--- config.mk ---
export PLATFORM = sky130hd
export DESIGN_NAME = control_sequencer
export DESIGN_NICKNAME = d
export VERILOG_FILES = /design/src/rtl/control_sequencer.sv
export SDC_FILE = /design/constraint.sdc
export NUM_CORES = 1
export LEC_CHECK = 0
export CAP_MARGIN = 15
export CORE_MARGIN = 3
export CORE_UTILIZATION = 29
export CTS_BUF_LIST = sky130_fd_sc_hd__clkbuf_8
export DETAILED_ROUTE_END_ITERATION = 6
export GPL_TIMING_DRIVEN = 0
export HOLD_SLACK_MARGIN = 0.03
export PLACE_DENSITY = 0.79
export SLEW_MARGIN = 5
export SYNTH_ARGS = -nofsm -noshare
export SYNTH_HDL_FRONTEND = slang
export SYNTH_SLANG_ARGS = --single-unit
--- constraint.sdc ---
create_clock -name clk -period 1.85 [get_ports clk]
set_input_delay 0.37 -clock clk [delete_from_list [all_inputs] [get_ports clk]]
set_output_delay 0.37 -clock clk [all_outputs]
set_load 0.01 [all_outputs]
--- src/rtl/control_sequencer.sv ---
// Control sequencer for a simple multi-cycle CPU datapath: a 10-state Moore FSM
// that runs fetch (F0-F2), then per-opcode execute steps (T3-T7), with HALT entry
// on a stop request at instruction boundaries or on halt/undefined opcodes.
module control_sequencer (
  input  logic        clk,
  input  logic        clear,
  input  logic [31:0] IR,
  input  logic        stop,
  output logic        Run,
  output logic        PCout,
  output logic        Zlowout,
  output logic        MDRout,
  output logic        Cout,
  output logic        BAout,
  output logic        Rout,
  output logic        MARin,
  output logic        MDRin,
  output logic        IRin,
  output logic        Yin,
  output logic        Zin,
  output logic        PCin,
  output logic        Rin,
  output logic        Gra,
  output logic        Grb,
  output logic        Grc,
  output logic        IncPC,
  output logic        Read,
  output logic        Write,
  output logic [4:0]  Operator
);

  localparam int unsigned OP_W = 5;

  localparam logic [OP_W-1:0] OPC_LD   = 5'b00000;
  localparam logic [OP_W-1:0] OPC_LDI  = 5'b00001;
  localparam logic [OP_W-1:0] OPC_ST   = 5'b00010;
  localparam logic [OP_W-1:0] OPC_ADD  = 5'b00011;
  localparam logic [OP_W-1:0] OPC_SUB  = 5'b00100;
  localparam logic [OP_W-1:0] OPC_AND  = 5'b00101;
  localparam logic [OP_W-1:0] OPC_OR   = 5'b00110;
  localparam logic [OP_W-1:0] OPC_ADDI = 5'b01100;
  localparam logic [OP_W-1:0] OPC_ANDI = 5'b01101;
  localparam logic [OP_W-1:0] OPC_ORI  = 5'b01110;
  localparam logic [OP_W-1:0] OPC_NOP  = 5'b11010;

  localparam logic [OP_W-1:0] ALU_ADD = 5'b00011;
  localparam logic [OP_W-1:0] ALU_AND = 5'b00101;
  localparam logic [OP_W-1:0] ALU_OR  = 5'b00110;

  typedef enum logic [3:0] {
    S_RESET, S_F0, S_F1, S_F2, S_T3, S_T4, S_T5, S_T6, S_T7, S_HALT
  } state_t;

  state_t state_q, state_d;

  logic [OP_W-1:0] opcode;
  logic            is_ld, is_ldi, is_st, is_alu, is_imm, is_nop;
  logic [OP_W-1:0] imm_op;
  logic            unused_ir;

  assign opcode    = IR[31:27];
  assign unused_ir = ^IR[26:0];

  // Opcode class decode; anything unlisted (including 11011) falls out as halt
  always_comb begin
    is_ld  = (opcode == OPC_LD);
    is_ldi = (opcode == OPC_LDI);
    is_st  = (opcode == OPC_ST);
    is_alu = (opcode == OPC_ADD) || (opcode == OPC_SUB) ||
             (opcode == OPC_AND) || (opcode == OPC_OR);
    is_imm = (opcode == OPC_ADDI) || (opcode == OPC_ANDI) || (opcode == OPC_ORI);
    is_nop = (opcode == OPC_NOP);
    imm_op = ALU_ADD;
    if (opcode == OPC_ANDI) imm_op = ALU_AND;
    if (opcode == OPC_ORI)  imm_op = ALU_OR;
  end

  // State register; clear forces RESET asynchronously
  always_ff @(posedge clk or posedge clear) begin
    if (clear) state_q <= S_RESET;
    else       state_q <= state_d;
  end

  // Next-state and Moore output decode of state and opcode
  always_comb begin
    state_d  = state_q;
    Run      = 1'b0;
    PCout    = 1'b0;
    Zlowout  = 1'b0;
    MDRout   = 1'b0;
    Cout     = 1'b0;
    BAout    = 1'b0;
    Rout     = 1'b0;
    MARin    = 1'b0;
    MDRin    = 1'b0;
    IRin     = 1'b0;
    Yin      = 1'b0;
    Zin      = 1'b0;
    PCin     = 1'b0;
    Rin      = 1'b0;
    Gra      = 1'b0;
    Grb      = 1'b0;
    Grc      = 1'b0;
    IncPC    = 1'b0;
    Read     = 1'b0;
    Write    = 1'b0;
    Operator = '0;

    unique case (state_q)
      S_RESET: state_d = S_F0;
      S_F0: begin
        Run = 1'b1; PCout = 1'b1; MARin = 1'b1; IncPC = 1'b1; Zin = 1'b1;
        state_d = S_F1;
      end
      S_F1: begin
        Run = 1'b1; Zlowout = 1'b1; PCin = 1'b1; Read = 1'b1; MDRin = 1'b1;
        state_d = S_F2;
      end
      S_F2: begin
        Run = 1'b1; MDRout = 1'b1; IRin = 1'b1;
        state_d = S_T3;
      end
      S_T3: begin
        Run = 1'b1;
        if (is_ld || is_ldi || is_st) begin
          Grb = 1'b1; BAout = 1'b1; Yin = 1'b1;
          state_d = S_T4;
        end else if (is_alu || is_imm) begin
          Grb = 1'b1; Rout = 1'b1; Yin = 1'b1;
          state_d = S_T4;
        end else if (is_nop) begin
          state_d = stop ? S_HALT : S_F0;
        end else begin
          state_d = S_HALT;
        end
      end
      S_T4: begin
        Run = 1'b1;
        state_d = S_T5;
        if (is_ld || is_ldi || is_st) begin
          Cout = 1'b1; Zin = 1'b1; Operator = ALU_ADD;
        end else if (is_alu) begin
          Grc = 1'b1; Rout = 1'b1; Zin = 1'b1; Operator = opcode;
        end else if (is_imm) begin
          Cout = 1'b1; Zin = 1'b1; Operator = imm_op;
        end else begin
          state_d = S_HALT;
        end
      end
      S_T5: begin
        Run = 1'b1;
        Zlowout = 1'b1;
        if (is_ld || is_st) begin
          MARin = 1'b1;
          state_d = S_T6;
        end else if (is_ldi || is_alu || is_imm) begin
          Gra = 1'b1; Rin = 1'b1;
          state_d = stop ? S_HALT : S_F0;
        end else begin
          Zlowout = 1'b0;
          state_d = S_HALT;
        end
      end
      S_T6: begin
        Run = 1'b1;
        state_d = S_T7;
        if (is_ld) begin
          Read = 1'b1; MDRin = 1'b1;
        end else if (is_st) begin
          Gra = 1'b1; Rout = 1'b1; MDRin = 1'b1;
        end else begin
          state_d = S_HALT;
        end
      end
      S_T7: begin
        Run = 1'b1;
        state_d = stop ? S_HALT : S_F0;
        if (is_ld) begin
          MDRout = 1'b1; Gra = 1'b1; Rin = 1'b1;
        end else if (is_st) begin
          Write = 1'b1;
        end else begin
          state_d = S_HALT;
        end
      end
      S_HALT:  state_d = S_HALT;
      default: state_d = S_RESET;
    endcase
  end

endmodule

==> results.yml, run 1 <==
critical_path:
  crit_start: "IR[27]"
  critical_path_required_ps: 1480
  cp_cell_sequence: "clkbuf_16 > nor4_4 > nand2_1 > or3_4 > o21ai_1 > buf_2"
  crit_type: "in2out"
  start_kind: "input port"
  path_buf_inv: 2
  critPathMaxFanout: 8
  endpoint_kind: "output port"
  path_delay_family: "simple AND/OR/NAND/NOR gates"
  cp_slowest_stage_delay_ps: 390
  slowest_stage: "nor4_4"
  arrival_ps: 1640
  reg2reg_from: "state_q[3]$_DFF_PP0_"
clock_tree:
  cts-root-buf: "clkbuf_8"
  tritoncts: "done"
  cts-buffers-inserted: 3
  ctsHoldBuffers: 0
  clkLatencyLatePin_ps: 230
  cts.reportedPaths.clkPinSlew_ps: 30
  htreeDepth: 1
  clock_path_buffers: 2
  cts_sinks: 4
run_status:
  violations: "negative setup slack"
  outcome: "finished with violations"
synth:
  synth_commonest_cells: "nor3_1 (10), nor2_1 (8), clkbuf_1 (7)"
  synth.most_common_cell: "nor3_1"
  yosys-top-cells-area: "dfrtp_1 (15%), nor3_1 (7.4%), nand2b_1 (5.6%)"
  synthDominantCellAreaShare_pct: 14.8
  synth_edf_count: 0
  synth_top_area_cell: "dfrtp_1"
  synth_cells: 98
  synth_area_um2: 674
  seq_area_frac_synth_pct: 14.8
  synthDistinctLibCells: 42
  synth-main-ff-cell: "dfrtp_1"
  ys_async_sr_fraction_pct: 100
  synth-seq-cells: 4
  avgSynthCellArea_um2: 6.88
  synth-warning-count: 0
layout:
  largest-register: "state_q"
  num_antenna_cells: 0
  fin_util_pct: 64.8
  synthToLayoutAreaGrowth_pct: 100
  num-fill-cells: 164
  final_nets: 188
  drive_gt1_share_pct: 60.3
  regArea_um2: 105
  multi_input_area_um2: 658
  largest_reg_flops: 4
  largest_registers: "state_q (4)"
power_and_ir_drop:
  power_density_mw_per_mm2: 1230
  finalPower_mw: 1.67
  p_leak_nw: 0.628
  peakVddDrop_v: 0.00105
run:
  maxCapViolations: 0
global_route:
  grt_pass1_vias: 1000
  antenna_found_initial: 0
  grt_overflow: 0
  grtUsageTotal_pct: 21.8
  grt_max_degree: 11
  grt_pass1_wl_um: 4490
drt:
  drc_errors: 0
  avgRoutedWirePerCell_um: 17.0
  routed_via_density: 5.70
  wl_um: 3030
  first_pass_iters: 4
  vias: 1014
  initialDrtViolationCount: 55
  ant_nets: 0
sta:
  period_share_pct: 108
  fin_ws_ps: -157
  finalSetupViolations: 14
  finalCriticalPeriod_ps: 2010
  final-max-slew-violation-count: 0
  clock_skew_ps: 0.164
  final-hold-violation-count: 0
  max_freq_ghz: 0.498
  rsz0062_at_grt: "true"
floorplan:
  fp.dieH_um: 54.2
  core_mm2: 0.00208
  dieArea_mm2: 0.00294
  die-width_um: 54.2
  rows: 16
  pin_count: 60
  initial_core_util_pct: 32.4
placed_design:
  post-dp-hpwl_um: 1660
  portBuffers: 28
  gp_congestion: 0.854
min_path:
  hp-class: "in2async"
-- final timing paths --
kind	to	depth (start not counted)	slack, ps
setup / recovery	Rout	6	-160
max in group asynchronous	state_q[0]$_DFF_PP0_	2	1350
hold reg to reg	state_q[2]$_DFF_PP0_	3	760
min in group clk	state_q[3]$_DFF_PP0_	3	450
hold / removal	state_q[3]$_DFF_PP0_	2	340
setup reg to reg	state_q[3]$_DFF_PP0_	6	440
-- what timing repair did --
action / 4_1_cts / 5_1_grt
gates resized for setup: 133 / 23
endpoints found under the setup margin: 26 / 19
hold endpoints to repair: 0 / 0
pin swaps: 9 / 7
setup buffers: 17 / 6
-- cell families (layout without fill, tap and decap cells) --
logic type | count (synthesis) | after routing | share of synthesized area (%)
flops | 4 | 4 | 14.8
mux | 1 | 1 | 1.48
buf+inv | 15 | 67 | 12.1
other cells | 1 | 2 | 0.556
simple gates | 53 | 53 | 46.8
compound gates | 22 | 22 | 21.7
xor+xnor | 2 | 2 | 2.60
-- where the power goes --
part | switching, mW | internal [mW]
clock | 0.0551 | 0.139
combinational | 0.655 | 0.616
sequential | 0.0625 | 0.137
total | 0.773 | 0.893
-- layout make-up --
class | count | area share [%]
tap | 27 | 2.50
timing repair buffer | 51 | 28.8
clock buffer | 3 | 3.06
sequential | 4 | 7.79
buffer | 12 | 8.80
multi-input combinational | 80 | 48.7
inverter | 1 | 0.278
-- through the flow --
step / setup slack [ps] / setup TNS (ps) / std cells / hold WS, ps / instance area, um^2
after CTS: -156 / -818 / 172 / 338 / 1280
after detailed placement: -1100 / -17090 / 154 / 566 / 1020
after global placement: -1080 / -16390 / 154 / 555 / 1020
final: -157 / -1410 / 178 / 335 / 1350
after floorplan: -35.1 / -63.9 / 99 / 136 / 703
after global routing: -215 / -2080 / 178 / 360 / 1350
-- placed cells by master (no fill, tap or decap), drive strengths merged, types with 2 or more instances in the layout --
master	synthesis	routed
a21oi	6	6
and3b	2	2
buf	6	48
clkbuf	8	12
clkdlybuf4s15	0	3
clkdlybuf4s50	0	2
conb	1	2
dfrtp	4	4
nand2	6	6
nand2b	6	6
nand3	5	5
nand3b	2	2
nor2	8	8
nor2b	3	3
nor3	10	10
nor4	2	2
o21ai	4	4
o21bai	2	2
or3	2	2
or3b	2	2
-- routing by layer --
metal  vias to the layer above  part of all wire (%)  global-route usage [%]
met4                         0                   3.6                    15.8
met5                         -                     0                       0
li1                        457                     -                       -
met3                        11                   9.7                    5.45
met2                        77                    48                    37.8
met1                       469                    39                    22.6
Note: power is estimated with default switching activity, not from simulation.
==> inputs of run 2 (changes only) <==
Settings changed: ABC_CLOCK_PERIOD_IN_PS set to 1850.
==> results of run 2 <==
The final DEF is identical to that of run 1; final timing and power are the same.
